$ cat config.mk
export PLATFORM = sky130hd
export DESIGN_NAME = inst_fetch
export DESIGN_NICKNAME = d
export VERILOG_FILES = /design/src/rtl/inst_fetch.sv
export SDC_FILE = /design/constraint.sdc
export NUM_CORES = 1
export LEC_CHECK = 0
export ABC_AREA = 1
export CAP_MARGIN = 10
export CORE_MARGIN = 4
export CORE_UTILIZATION = 48
export CTS_BUF_LIST = sky130_fd_sc_hd__clkbuf_8
export DETAILED_ROUTE_END_ITERATION = 8
export PLACE_DENSITY = 0.85
export SLEW_MARGIN = 15
export SYNTH_ARGS = -nofsm -noshare
export SYNTH_HDL_FRONTEND = slang
export SYNTH_SLANG_ARGS = --single-unit
$ cat constraint.sdc
create_clock -name clk -period 1.7 [get_ports clk]
set_input_delay 0.255 -clock clk [delete_from_list [all_inputs] [get_ports clk]]
set_output_delay 0.255 -clock clk [all_outputs]
set_load 0.1 [all_outputs]
$ cat src/rtl/inst_fetch.sv
// Instruction fetch unit: issues word reads to a synchronous instruction
// memory, presents one instruction per cycle to decode, honours backpressure
// and redirects, and latches a sticky error on an illegal fetch address.
module inst_fetch #(
   parameter int              AW       = 32,
   parameter int              DW       = 32,
   parameter int              DP       = 256,
   parameter logic [AW-1:0]   RESET_PC = {AW{1'b0}}
) (
   input  logic          clk,
   input  logic          rst_n,
   input  logic          fetch_en,
   input  logic          redir_vld,
   input  logic [AW-1:0] redir_pc,
   output logic          mem_cs,
   output logic [AW-1:0] mem_addr,
   input  logic [DW-1:0] mem_dout,
   output logic          if_vld,
   input  logic          if_rdy,
   output logic [DW-1:0] if_inst,
   output logic [AW-1:0] if_pc,
   output logic          err,
   output logic [AW-1:0] err_pc,
   output logic [31:0]   fetch_cnt
);

   // Memory depth expressed at address width, compared against word indices.
   localparam logic [AW-1:0] LP_DP = AW'(DP);
   localparam logic [AW-1:0] LP_PC_STEP = AW'(4);

   typedef enum logic [1:0] {
      ST_IDLE = 2'd0,
      ST_RUN  = 2'd1,
      ST_ERR  = 2'd2
   } state_t;

   state_t        r_state;
   state_t        w_state_nxt;

   logic          r_req_vld;
   logic [AW-1:0] r_req_pc;
   logic [AW-1:0] r_pc;
   logic          r_err;
   logic [AW-1:0] r_err_pc;
   logic [31:0]   r_fetch_cnt;

   logic [AW-1:0] w_issue_pc;
   logic          w_redir_bad;
   logic          w_would_issue;
   logic          w_pc_bad;
   logic          w_err_det;
   logic          w_issue;
   logic          w_if_vld;
   logic          w_deliver;

   // A redirect overrides the sequential PC for this cycle's fetch.
   assign w_issue_pc = redir_vld ? redir_pc : r_pc;

   // Redirect targets must be word aligned and inside the memory.
   assign w_redir_bad = redir_vld &
                        ((redir_pc[1:0] != 2'b00) |
                         ({2'b00, redir_pc[AW-1:2]} >= LP_DP));

   // A fetch is wanted when running and the output slot is free, being
   // drained this cycle, or being discarded by a redirect.
   assign w_would_issue = (r_state == ST_RUN) & fetch_en &
                          (~r_req_vld | if_rdy | redir_vld);

   // Sequential fetch walking off the end of the memory.
   assign w_pc_bad = w_would_issue & ~redir_vld &
                     ({2'b00, r_pc[AW-1:2]} >= LP_DP);

   assign w_err_det = (r_state != ST_ERR) & (w_redir_bad | w_pc_bad);
   assign w_issue   = w_would_issue & ~w_err_det;

   // The in-flight instruction is hidden the cycle a redirect arrives.
   assign w_if_vld  = r_req_vld & ~redir_vld & (r_state != ST_ERR);
   assign w_deliver = w_if_vld & if_rdy;

   assign mem_cs    = w_issue;
   assign mem_addr  = {2'b00, w_issue_pc[AW-1:2]};
   assign if_vld    = w_if_vld;
   assign if_inst   = mem_dout;
   assign if_pc     = r_req_pc;
   assign err       = r_err;
   assign err_pc    = r_err_pc;
   assign fetch_cnt = r_fetch_cnt;

   // Next-state selection: ERR is absorbing, otherwise follow fetch_en.
   always_comb begin
      w_state_nxt = r_state;
      case (r_state)
         ST_IDLE: begin
            if (w_err_det) begin
               w_state_nxt = ST_ERR;
            end else if (fetch_en) begin
               w_state_nxt = ST_RUN;
            end else begin
               w_state_nxt = ST_IDLE;
            end
         end
         ST_RUN: begin
            if (w_err_det) begin
               w_state_nxt = ST_ERR;
            end else if (!fetch_en) begin
               w_state_nxt = ST_IDLE;
            end else begin
               w_state_nxt = ST_RUN;
            end
         end
         ST_ERR: begin
            w_state_nxt = ST_ERR;
         end
         default: begin
            w_state_nxt = ST_ERR;
         end
      endcase
   end

   // State register.
   always_ff @(posedge clk or negedge rst_n) begin
      if (!rst_n) begin
         r_state <= ST_IDLE;
      end else begin
         r_state <= w_state_nxt;
      end
   end

   // Fetch pipeline: outstanding request flag, its PC and the next PC.
   always_ff @(posedge clk or negedge rst_n) begin
      if (!rst_n) begin
         r_req_vld <= 1'b0;
         r_req_pc  <= {AW{1'b0}};
         r_pc      <= RESET_PC;
      end else if (r_state == ST_ERR) begin
         r_req_vld <= 1'b0;
      end else if (w_issue) begin
         r_req_vld <= 1'b1;
         r_req_pc  <= w_issue_pc;
         r_pc      <= w_issue_pc + LP_PC_STEP;
      end else if (w_err_det) begin
         r_req_vld <= 1'b0;
      end else if (redir_vld) begin
         r_req_vld <= 1'b0;
         r_pc      <= redir_pc;
      end else if (w_deliver) begin
         r_req_vld <= 1'b0;
      end
   end

   // Sticky error flag and the address that caused it.
   always_ff @(posedge clk or negedge rst_n) begin
      if (!rst_n) begin
         r_err    <= 1'b0;
         r_err_pc <= {AW{1'b0}};
      end else if (w_err_det) begin
         r_err    <= 1'b1;
         r_err_pc <= w_redir_bad ? redir_pc : r_pc;
      end
   end

   // Count instructions accepted by decode.
   always_ff @(posedge clk or negedge rst_n) begin
      if (!rst_n) begin
         r_fetch_cnt <= 32'd0;
      end else if (w_deliver) begin
         r_fetch_cnt <= r_fetch_cnt + 32'd1;
      end
   end

endmodule

### Word level (Yosys, flattened, before mapping)

Cells that the tools add are included.

* word-level logic and storage cells: 51
* input port bits: 69
* register bits after elaboration: 132
* output and inout bits: 163

* bitwise operators: 18
* mux-type cells: 12
* equal/unequal tests: 4
* reduce and logical (&&, ||, !) cells: 6
* order comparisons: 2
* add/sub/neg operators: 2

Operator list (count)
* 32-bit two-way mux: 4
* 30-bit by 9-bit greater-or-equal comparator with 1-bit output, second input constant: 2
* 32-bit by 1-bit adder with 32-bit output, second input constant: 1
* 32-bit by 3-bit adder with 32-bit output, second input constant: 1
* 1-bit AND: 10
* 1-bit two-way mux: 6
* 5-bit nonzero test: 1
* 2-bit two-way mux: 2
* 2-bit inequality test, second input constant: 2
* 1-bit inverter: 4
* 1-bit bitwise OR: 4
* 2-bit AND reduction: 2
* 2-bit by 1-bit equality test with 1-bit output, second input constant: 1
* 2-bit equality test, second input constant: 1
* 2-bit logical NOT: 1
* 2-bit nonzero test: 1
* 2-bit OR reduction: 1

### Longest topological paths before layout

* word-level depth: 12
* mapped depth: 15
* mapped depth without buffers: 14

### Worst setup path after synthesis

No wires, ideal clock.

* kind: flip-flop to flip-flop
* start point: register r_fetch_cnt[0] (netlist: fetch_cnt[0])
* end point: register r_fetch_cnt[18] (netlist: fetch_cnt[18])
* arrival: 2.135 ns
* setup time: 0.127 ns
* path buffers: 0
* data required time: 1.573 ns
* slack: -0.562 ns
* clock period less this slack: 2.262 ns
* stages on the path, launching flop included: 8
* cells stage by stage: dfrtp_1 > ha_1 > nand2_1 > nor2_2 > nand4_2 > nor2_2 > nand4_1 > xor2_1

* longest elaborated chain between the ends: 1

Ends and longest elaborated chain
* from (decl): RTL line 45 `logic [31:0] r_fetch_cnt;`
* from (signal assigned): RTL line 167 `r_fetch_cnt <= r_fetch_cnt + 32'd1;`
* 32-bit by 1-bit adder with 32-bit output: RTL line 167

Every way passes these cells.
A chain may end at the register's enable or synchronous reset.

### Final worst setup path

* start point: register r_pc[14]
* end point: output port mem_cs

* longest elaborated chain between the ends: 6

Ends and longest elaborated chain
* from (decl): RTL line 42 `logic [AW-1:0] r_pc;`
* from (signal assigned): RTL line 140 `r_pc <= w_issue_pc + LP_PC_STEP;`
* from (signal assigned): RTL line 145 `r_pc <= redir_pc;`
* 30-bit by 9-bit greater-or-equal comparator with 1-bit output: RTL line 71 `({2'b00, r_pc[AW-1:2]} >= LP_DP);`
* 1-bit AND: RTL line 70 `assign w_pc_bad = w_would_issue & ~redir_vld &`
* 1-bit bitwise OR: RTL line 73 `assign w_err_det = (r_state != ST_ERR) & (w_redir_bad | w_pc_bad);`
* 1-bit AND: RTL line 73
* 1-bit inverter: RTL line 74 `assign w_issue = w_would_issue & ~w_err_det;`
* 1-bit AND: RTL line 74
* to (decl): RTL line 15 `output logic mem_cs,`

Every way passes these cells.

==> summary.md <==
| Metric | Value |
|---|---|
| RSZ-0062 raised after global routing | yes |
| DR vias | 7289 |
| H-tree depth | 4 |
| Number of enable flip-flop cells after synthesis | 0 |
| Crit path DAT | ~2.0 ns |
| Vias in the first global route | 6876 |
| CTS Sinks | 132 |
| Metal-1 WL | 9100 µm |
| Final Cycle Share | 132% |
| Layout cell share with drive strength beyond 1 | 37.6% |
| Fill cells | 668 |
| First-pass GRT wire length | 34400 µm |
| Synth area leaders | dfrtp_1, nand2_1, buf_4 |
| Final wirelength | 26400 µm |
| Register area share after synthesis | 47.4% |
| Top-count cell post-synth | nand2_1 |
| Total Nets Final | 1179 |
| Largest stage delay on the critical path | 0.42 ns |
| Synth area leader | dfrtp_1 |
| Synth top cells by count | nand2_1, dfrtp_1, inv_1, nor2_1, buf_4 |
| Max Fclk | 446 MHz |
| Total of max-cap violations | 0 |
| Antenna violations before repair | 1 |
| Uppermost layer routed | met5 |
| Clock Tree Root | clkbuf_8 |
| Final Worst Setup Slack | -0.543 ns |
| Met2 wire len | 13100 µm |
| Vias/cell | ~5.6 |
| Met3 Routed Length | 2480 µm |
| CP Cell Sequence | nor2_1 > nand2_1 > nor2_2 > nand3_2 > nand2_2 > nand2_4 > nand2_4 > nand2_4 > inv_4 > buf_12 |
| Syn Inst Count | 885 |
| Die X | 129 µm |
| Slew Viols, Final | 0 |
| Worst setup SP type | flop |
| Worst endpoint required time | 1.44 ns |
| WL/cell | 20.3 µm |
| Area delta synth->final | 68.4% |
| Power per cell area | 628 nW/µm² |
| Crit path kind | flop to output port |
| Clk Latency, worst-skew pair | 0.47 ns |
| CTS Buf Count | 17 |
| IO Port Bufs | 165 |
| Total congestion overflow | 0 |
| Largest net degree at the start of global routing | 54 |
| Yosys top cell area share | 47.4% |
| Core area | between 10000 and 15000 µm² |
| Utilization after layout | between 80% and 90% |
| I/O pin count | between 200 and 250 |
| DR pass1 iterations | 6 |
| Register Area | 3390 µm² |
| Synth warn | 0 |
| Most frequent CP cell | nand2_4 |
| Antenna cells | 0 |
| # DRC | 0 |
| Multi-input gate area | around 3000 µm² |
| Sum of negative setup slack | -21.27 ns |
| Leak | 5.68 nW |
| DP HPWL | 15300 µm |
| Clk slew on worst S/H paths | 0.08 ns |
| Failing checks | setup timing |
| Routed Antenna Nets | 0 |
| Final min period | 2.24 ns |
| Ys flop type | dfrtp_1 |
| Die ar. | ~17000 µm² |
| CP Capture Type | output port |
| Row count | between 40 and 50 |
| Worst vdd ir | roughly 0.76 mV |
| GRT Total Usage | 26.6% |
| Worst Hold Class | primary input to asynchronous set/reset pin |
| RePlAce Congestion | 0.892 |
| Final Hold Fails | 0 |
| Initial DRC count | approximately 760 |
| #FFs+latches synth | 132 |
| CTS max path bufs | 2 |
| Syn avg cell area | slightly below 8 µm² |
| Initial Util | between 40% and 50% |
| Critical path fanouts, max | 3 |
| Worst clock skew | 0.0230 ns |
| CTS tree | done |
| Post-Syn Area | 6970 µm² |
| Slowest CP cell | dfrtp_1 |
| Distinct cells, synth | 36 |
| Dpl ws | -0.452 ns |
| Die Y | 129 µm |
| Outcome | finished, violations left |
| Ys async rst share | 100% |
| Final setup viols | 121 |
-- kinds of logic (layout without fill, tap and decap cells) --
family,after synthesis,in the layout,synth area share (%)
buffers and inverters,193,428,14.6
AND/OR/NAND/NOR,412,412,25.1
other,1,2,0.0538
AO/OA/AOI/OAI,113,113,8.47
flip-flops,132,132,47.4
XOR/XNOR,32,32,4.02
adder cells (fa/ha/maj),2,2,0.359
-- layer usage --
metal / GRT usage, % / vias up
met5: 0 / -
met4: 11.6 / 2
met3: 6.85 / 163
met2: 46.4 / 517
met1: 30.8 / 3474
li1: - / 3133
-- final cells by class --
class                           count  area share (%)
Tap cell                          180            1.92
Timing Repair Buffer              294            36.4
Inverter                          101            3.43
Clock buffer                       17            1.99
Multi-Input combinational cell    561            25.4
Timing Repair inverter              1          0.0959
Clock inverter                     15            1.94
Sequential cell                   132            28.9
-- stage by stage --
step | cell area [µm²] | hold slack (ns) | cells | power, mW
after floorplan | 7100 | -0.0406 | 886 | 4.14
after global placement | 10300 | 0.234 | 1228 | 4.23
after detailed placement | 10300 | 0.239 | 1228 | 4.24
after CTS | 11000 | 0.312 | 1271 | 7.30
after global routing | 11700 | 0.352 | 1301 | 7.57
final | 11700 | 0.306 | 1301 | 7.37
-- placed cells by master (no fill, tap or decap), types with 7 or more instances in the layout --
cell             Yosys  layout
nand2_1            259     241
buf_12               0     136
dfrtp_1            132     101
buf_4               69      91
inv_1               94      89
nor2_1              82      76
o21ai_0             68      54
o21ai_1             34      35
clkdlybuf4s50_1      0      34
xor2_1              22      22
nand2_2              6      19
dfrtp_4              0      19
clkbuf_8             0      17
buf_6                2      16
o21ai_2              3      13
nand3_1             20      13
dfrtp_2              0      12
nor2_2               7      10
xnor2_1             10      10
nor3_2               3       9
inv_2                7       8
nand4_1              8       8
nor3_1              16       8
clkbuf_16            0       7
-- sequential cells by signal, indices dropped and copies added (netlist names) --
| name | cells |
|---|---|
| r_req_vld | 1 |
| fetch_cnt | 32 |
| r_state | 2 |
| err | 1 |
| if_pc | 32 |
| err_pc | 32 |
| r_pc | 32 |
-- worst paths after layout --
kind,start,to,slack (ns),cells after the start
setup / recovery,r_pc[14],mem_cs,-0.54,10
hold / removal,rst_n,fetch_cnt[3],0.31,2
setup reg to reg,r_pc[14],err_pc[29],-0.44,13
hold reg to reg,fetch_cnt[28],fetch_cnt[28],0.53,1
max in group asynchronous,rst_n,if_pc[30],0.72,3
min in group clk,fetch_en,r_state[0],0.40,3
-- timing repair --
action                                  4_1_cts  5_1_grt
setup buffers                                 7       22
resized for setup                            33       99
endpoints found under the hold margin        46        0
hold buffers                                  1        0
pin swaps                                    10       22
cloned                                        3       11
endpoints found under the setup margin       67      140
-- critical path: cells and delay by family, from the launching register on --
family	cells	cell delay, ns
simple gates	8	0.83
buf+inv	2	0.26
flops	1	0.42
-- where the power goes --
group | internal [mW] | total, mW | switching (mW)
Combinational | 0.402 | 1.12 | 0.723
Clock | 1.76 | 3.11 | 1.35
Sequential | 3.14 | 3.14 | 0
Note: power is estimated with default switching activity, not from simulation.
